===== config.mk =====
export PLATFORM = sky130hd
export DESIGN_NAME = spi_byte_receiver
export DESIGN_NICKNAME = d
export VERILOG_FILES = /design/src/rtl/spi_byte_receiver.sv
export SDC_FILE = /design/constraint.sdc
export NUM_CORES = 1
export LEC_CHECK = 0
export CAP_MARGIN = 40
export CORE_MARGIN = 5
export CORE_UTILIZATION = 57
export CTS_BUF_LIST = sky130_fd_sc_hd__clkbuf_2 sky130_fd_sc_hd__clkbuf_4 sky130_fd_sc_hd__clkbuf_8
export CTS_CLUSTER_DIAMETER = 100
export DETAILED_ROUTE_END_ITERATION = 7
export GPL_ROUTABILITY_DRIVEN = 0
export GPL_TIMING_DRIVEN = 0
export PLACE_DENSITY = 0.83
export SLEW_MARGIN = 10
export SYNTH_ARGS = -nofsm -noshare
export SYNTH_HDL_FRONTEND = slang
export SYNTH_SLANG_ARGS = --single-unit

===== constraint.sdc =====
create_clock -name IO_main_clk -period 2 [get_ports IO_main_clk]
set_input_delay 0.4 -clock IO_main_clk [delete_from_list [all_inputs] [get_ports IO_main_clk]]
set_output_delay 0.4 -clock IO_main_clk [all_outputs]
set_load 0.01 [all_outputs]

===== src/rtl/spi_byte_receiver.sv =====
// SPI mode-0 byte receiver: brings raw SPI pins into the system clock domain,
// assembles MSB-first bytes from MOSI and returns reply bytes on MISO.
`timescale 1ns/1ps
module spi_byte_receiver #(
  parameter int SYNC_STAGES = 2
) (
  input  logic       IO_main_clk,
  input  logic       IO_main_rst_n,
  input  logic       IO_SPI_sck,
  input  logic       IO_SPI_mosi,
  input  logic       IO_SPI_ss_n,
  output logic       IO_SPI_miso,
  output logic [7:0] IO_SPI_data,
  output logic       IO_SPI_data_ready,
  output logic       IO_SPI_cs,
  output logic       IO_SPI_abort,
  output logic [7:0] IO_SPI_frame_bytes
);

  if (SYNC_STAGES < 2 || SYNC_STAGES > 4) begin : g_bad_sync
    $error("SYNC_STAGES must be in 2..4");
  end

  logic [SYNC_STAGES-1:0] sck_sync;
  logic [SYNC_STAGES-1:0] mosi_sync;
  logic [SYNC_STAGES-1:0] ss_sync;

  logic       sck_s;
  logic       mosi_s;
  logic       ss_s;
  logic       sck_prev;
  logic       ss_prev;
  logic       sck_rise;
  logic       sck_fall;
  logic       ss_fall;
  logic       ss_rise;
  logic       rx_en;
  logic       byte_done;
  logic [2:0] bit_cnt;
  logic [7:0] shift_rx;
  logic [7:0] rx_byte;
  logic [7:0] tx;

  // ss_n idles high so its synchroniser resets to the deselected level
  always_ff @(posedge IO_main_clk or negedge IO_main_rst_n) begin
    if (!IO_main_rst_n) begin
      sck_sync  <= '0;
      mosi_sync <= '0;
      ss_sync   <= '1;
    end else begin
      sck_sync  <= {sck_sync[SYNC_STAGES-2:0], IO_SPI_sck};
      mosi_sync <= {mosi_sync[SYNC_STAGES-2:0], IO_SPI_mosi};
      ss_sync   <= {ss_sync[SYNC_STAGES-2:0], IO_SPI_ss_n};
    end
  end

  assign sck_s  = sck_sync[SYNC_STAGES-1];
  assign mosi_s = mosi_sync[SYNC_STAGES-1];
  assign ss_s   = ss_sync[SYNC_STAGES-1];

  assign sck_rise  = ~sck_prev & sck_s;
  assign sck_fall  = sck_prev & ~sck_s;
  assign ss_fall   = ss_prev & ~ss_s;
  assign ss_rise   = ~ss_prev & ss_s;
  assign rx_en     = sck_rise & ~ss_s;
  assign byte_done = rx_en & (bit_cnt == 3'd7);
  assign rx_byte   = {shift_rx[6:0], mosi_s};

  always_ff @(posedge IO_main_clk or negedge IO_main_rst_n) begin
    if (!IO_main_rst_n) begin
      sck_prev <= 1'b0;
      ss_prev  <= 1'b1;
      bit_cnt  <= 3'd0;
      shift_rx <= 8'h00;
    end else begin
      sck_prev <= sck_s;
      ss_prev  <= ss_s;
      if (ss_s) begin
        bit_cnt  <= 3'd0;
        shift_rx <= 8'h00;
      end else if (sck_rise) begin
        bit_cnt  <= bit_cnt + 3'd1;
        shift_rx <= rx_byte;
      end
    end
  end

  always_ff @(posedge IO_main_clk or negedge IO_main_rst_n) begin
    if (!IO_main_rst_n) begin
      IO_SPI_data        <= 8'h00;
      IO_SPI_data_ready  <= 1'b0;
      IO_SPI_abort       <= 1'b0;
      IO_SPI_frame_bytes <= 8'h00;
      tx                 <= 8'h00;
    end else begin
      IO_SPI_data_ready <= byte_done;
      IO_SPI_abort      <= ss_rise & (bit_cnt != 3'd0);
      if (byte_done) begin
        IO_SPI_data <= rx_byte;
      end
      if (ss_fall) begin
        IO_SPI_frame_bytes <= 8'h00;
      end else if (byte_done && IO_SPI_frame_bytes != 8'hFF) begin
        IO_SPI_frame_bytes <= IO_SPI_frame_bytes + 8'd1;
      end
      // no shift on the fall at a byte boundary: the freshly loaded byte's MSB must stay on MISO
      if (ss_fall) begin
        tx <= IO_SPI_data;
      end else if (byte_done) begin
        tx <= rx_byte;
      end else if (sck_fall && !ss_s && bit_cnt != 3'd0) begin
        tx <= {tx[6:0], 1'b0};
      end
    end
  end

  assign IO_SPI_cs   = ss_s;
  assign IO_SPI_miso = ss_s ? 1'b1 : tx[7];

endmodule

==> After elaboration in Yosys (flattened, before gate mapping) <==
Index checks and enable logic that the tools add are counted.
{ "totals": {"reg_bits": 44, "input_bits": 5, "output_inout_bits": 20, "elab_cells": 45} }
{ "op_classes": {"add_sub_neg": 2, "eq_ne": 2, "n_mux": 10, "n_bitwise": 11, "n_reduce_logical": 8} }
{ "op_table": {"columns": ["op", "n"], "rows": [
  ["2-to-1 mux 8 bit", 5],
  ["2-to-1 mux 7 bit", 2],
  ["adder 8 x 1 -> 8 bit, second input constant", 1],
  ["!= test 8 bit, second input constant", 1],
  ["AND 1 bit", 7],
  ["2-to-1 mux 3 bit", 2],
  ["nonzero test 3 bit", 2],
  ["NOT 1 bit", 4],
  ["nonzero test 2 bit", 2],
  ["adder 3 x 1 -> 3 bit, second input constant", 1],
  ["== test 3 bit, second input constant", 1],
  ["logical AND 1 bit", 3],
  ["logical NOT 1 bit", 1],
  ["2-to-1 mux 1 bit", 1]
]} }

==> Longest topological paths before layout <==
{ "depth": {"ltp_word": 7, "depth_mapped": 8, "mapped_depth_nobuf": 7} }

==> Least setup slack after synthesis <==
Ideal clock, no wire load.
{ "synth_timing": {"kind": "reg-to-reg", "startpoint": "register bit_cnt[0]", "endpoint": "register tx[1]", "setup_time_ns": 0.118, "arrival_ns": 1.598, "t_required_ns": 1.882, "path_slack_ns": 0.283, "stages_incl_launch_ff": 9, "path_buffers": 1, "period_less_slack_ns": 1.717, "path_cell_list": "dfrtp_1 -> ha_1 -> ha_1 -> nand4bb_4 -> clkinv_4 -> a211oi_2 -> buf_2 -> a311oi_1 -> a21o_1"} }
{ "synth_via": {"elab_chain_len": 4, "word_cells_on_any_way": 7, "cone_classes": "1 x eq/ne; 2 x mux; 1 x bitwise; 3 x reduce/logical"} }
{ "synth_rtl": {"columns": ["element", "line_no", "text"], "rows": [
  ["start: declaration", "39", "logic [2:0] bit_cnt;"],
  ["start signal: assignment", "82", "bit_cnt <= bit_cnt + 3'd1;"],
  ["== test 3 bit", "66", "assign byte_done = rx_en & (bit_cnt == 3'd7);"],
  ["AND 1 bit", "66", null],
  ["2-to-1 mux 8 bit", "109", "end else if (byte_done) begin"],
  ["2-to-1 mux 8 bit", "107", "if (ss_fall) begin"],
  ["end signal: assignment", "108", "tx <= IO_SPI_data;"],
  ["end signal: assignment", "110", "tx <= rx_byte;"],
  ["end signal: assignment", "112", "tx <= {tx[6:0], 1'b0};"],
  ["end: declaration", "42", "logic [7:0] tx;"]
]} }
Several ways; a longest one is shown, not always the timed one.
A chain may end at the register's enable or synchronous reset.

==> Final worst setup path <==
{ "layout_timing": {"startpoint": "register bit_cnt[0]", "endpoint": "register tx[4]"} }
Same word-level chain as after synthesis.

==> results.md <==
* # hold bufs at CTS at 0
* Mapped Avg Cell Area at around 10 µm²
* Sequential area share after synthesis at 0.569
* Top cells by area, synth: dfrtp_1 (53%), nand2_1 (10%), dfstp_2 (4.1%), nor2_1 (2.9%), a21oi_1 (2.8%)
* Worst Setup Start Kind: flop
* Post-synth EDFFs at 0
* Crit path time final at about 1900 ps
* Net Count, Synth at 202
* Synth Cell Area at slightly below 2000 µm²
* Final ANT Viol Nets at 0
* Num CTS Buffers at 5
* HPWL after DPL at roughly 3000 µm
* Vias per cell at approximately 5.5
* IO Pins at 25
* CP Class: flop to flop
* WP data required at between 2000 and 2500 ps
* Initial DRC Count at 89
* Root Driver: clkbuf_4
* Max-cap violations at 0
* # diodes at 0
* RR Startpoint: bit_cnt[0]
* Switching part of the total at 0.243
* Worst Tran Pin Value at about 540 ps
* Dominant cell type by area after synthesis: dfrtp_1
* Cells after synthesis at roughly 190
* Slew Limit Fails at 0
* Synth unique cells at 38
* Main synth FF type: dfrtp_1
* CTS Sinks at 44
* Ys async rst share at 1.00
* Comb power frac at 0.089
* R2r worst-path depth at 8
* Drt pass-1 iters at 4
* Fin. Hold Viols at 0
* Pwr Density at 651 nW/µm²
* Antenna violations before repair at 0
* Final Skew at between 8 and 9 ps
* Slowest CP cell: dfrtp_1
* Clock share of power at 0.286
* CP Capture Type: flop
* Reg2Reg Setup Slack at 90 ps
* Worst slack at placement at between 50 and 60 ps
* DRC viols at 0
* Status: complete, no violations
* CP bufs+invs at 2
* Most numerous cell on the critical path: ha_1
* Worst-path fanout max at 10
* Share of cells above drive strength 1 at 0.114
* Period Utilization, post-route at 0.955
* P_sw at about 0.37 mW
* Vias at 1512
* CTS tree: yes
* Relative slew slack at 0.640
* WL/cell at ~15 µm
* #FFs+latches synth at 44
* Starting Density at 0.587
* GR Overflow Total at 0
* Final setup vio count at 0
* Clock tree buffer depth at 2
* Worst-path clk slew at 120 ps
* DP Area at 2260 µm²
* HP Class: input pin to asynchronous set/reset pin
* H-tree lvl count at 2
* Internal Power at around 1.2 mW
* Pleak at approximately 1.1 nW
* Worst EP arrival at ~2200 ps
* CP cell instances: ha_1, ha_1, nand4bb_4, clkinv_4, a211oi_4, buf_4, a311oi_1, a21o_1
* RSZ-0062 raised after global routing: false
* Die Ht at roughly 70 µm
* Flop pwr share at 0.625
* Final setup margin at slightly below 90 ps
* Worst IR drop on VDD at between 0.4 and 0.5 mV
* CP top delay family: adder cells
* Drt total wl at roughly 4000 µm
* Row count at 21
* GR Util All Layers at 0.207
* RR Endpoint: tx[4]
* First-pass GRT wire length at 7070 µm
* YS warnings at 0
* Crit path largest cell delay at ~420 ps
* Highest clock rate at between 500 and 600 MHz
* Die width at ~68 µm
* Core Util, Final at 0.711
* CORE AREA at roughly 3300 µm²
* Final nets at 236
* I/O Buffers at 24
* Largest net degree at the start of global routing at 24
* Design area at ~2400 µm²
* Worst skew pair latency at 350 ps
* Top cell type's share of synthesized area at 0.528
* Vias in the first global route at between 1500 and 2000
* Full die area at ~4700 µm²
* Area Overhead vs Synth at 21.1%
==> power by group through the flow <==
| stage | Combinational [mW] | Sequential (mW) | Clock [mW] |
|---|---|---|---|
| after CTS | 0.131 | 0.957 | 0.459 |
| after global routing | 0.154 | 0.963 | 0.496 |
| final | 0.136 | 0.957 | 0.438 |
| after global placement | 0.120 | 0.971 | 0 |
| after floorplan | 0.0757 | 0.966 | 0 |
| after detailed placement | 0.132 | 0.974 | 0 |
==> state kept, by name, indices dropped and copies added (netlist names), 2 cells and up <==
signal,cells
IO_SPI_data,8
IO_SPI_frame_bytes,8
bit_cnt,3
mosi_sync,2
sck_sync,2
shift_rx,7
ss_sync,2
tx,8
==> layout by cell type, fill, tap and decap left out, drive strengths merged <==
cell / synthesis / routed
clkbuf: 5 / 11
a21o: 5 / 5
a31oi: 1 / 1
clkdlybuf4s50: 0 / 22
nand2: 52 / 52
ha: 4 / 4
and3b: 1 / 1
or4b: 1 / 1
nand4: 3 / 3
a311oi: 5 / 5
o2111ai: 1 / 1
and4: 1 / 1
a21oi: 11 / 11
o211ai: 2 / 2
nand2b: 4 / 4
nand4bb: 1 / 1
nor3b: 1 / 1
a211oi: 4 / 4
nand3: 3 / 3
clkinv: 1 / 3
nor2b: 4 / 4
o21ai: 2 / 2
dlygate4sd2: 0 / 1
or4: 1 / 1
a32oi: 1 / 1
xnor2: 1 / 1
inv: 5 / 5
buf: 4 / 8
nor3: 3 / 3
nor2: 15 / 15
dfstp: 3 / 3
mux2i: 3 / 3
and2: 1 / 1
xor2: 2 / 2
dfrtp: 41 / 41
or2: 1 / 1
==> area by class of cell <==
class	count	area (µm²)
buffer	9	50.0
clock buffer	6	51.3
clock inverter	2	10.0
fill	264	957
inverter	6	27.5
multi-input combinational	134	776
sequential	44	1100
tap	46	57.6
timing repair buffer	27	277
==> per-stage QoR <==
stage / hold WS (ps) / setup TNS [ps] / instances / total power, mW
4_1_cts: 4.18 / 0 / 272 / 1.55
5_1_grt: 35.0 / 0 / 274 / 1.61
3_5_place_dp: 338 / 0 / 264 / 1.11
6_report: 18.7 / 0 / 274 / 1.53
2_1_floorplan: 104 / 0 / 193 / 1.04
3_3_place_gp: 333 / -21680 / 263 / 1.09
==> worst max path at each step <==
stage                        startpoint      endpoint  slack [ps]  cells past startpoint
after floorplan              bit_cnt[0]         tx[1]         280                      8
after global placement    IO_main_rst_n  mosi_sync[0]        -520                      1
after detailed placement     bit_cnt[0]         tx[4]          50                      8
after CTS                    bit_cnt[0]         tx[4]          20                      8
after global routing         bit_cnt[0]         tx[4]          30                      8
final                        bit_cnt[0]         tx[4]          90                      8
==> synth_stat cells, types with 4 or more instances <==
master and instances:
nor2_1 15, a21oi_1 11, ha_1 4, dfrtp_1 41, inv_1 5, a311oi_1 5
a21o_1 5, nand2b_1 4, clkbuf_1 5, nor2b_1 4, nand2_1 52
==> metal layers <==
metal	vias to the layer above	share of wire	routed length [µm]	track usage
met3	5	0.044	174	0.0460
met1	748	0.43	1720	0.248
met5	-	0	0	0
met4	0	0.016	65	0.0769
li1	725	-	-	-
met2	34	0.51	2020	0.359
==> cell families after synthesis <==
kind of cell | count (synthesis) | synth area share
compound gates | 32 | 0.115
buf+inv | 15 | 0.0386
xor+xnor | 3 | 0.0135
mux | 3 | 0.0155
fa+ha+maj | 4 | 0.0258
flops | 44 | 0.569
simple gates | 92 | 0.223
==> what timing repair did <==
action                     4_1_cts  5_1_grt
setup endpoints to repair        1        6
resized for setup                1        4
buffers inserted                 0        2
(Power assumes the default switching activity.)
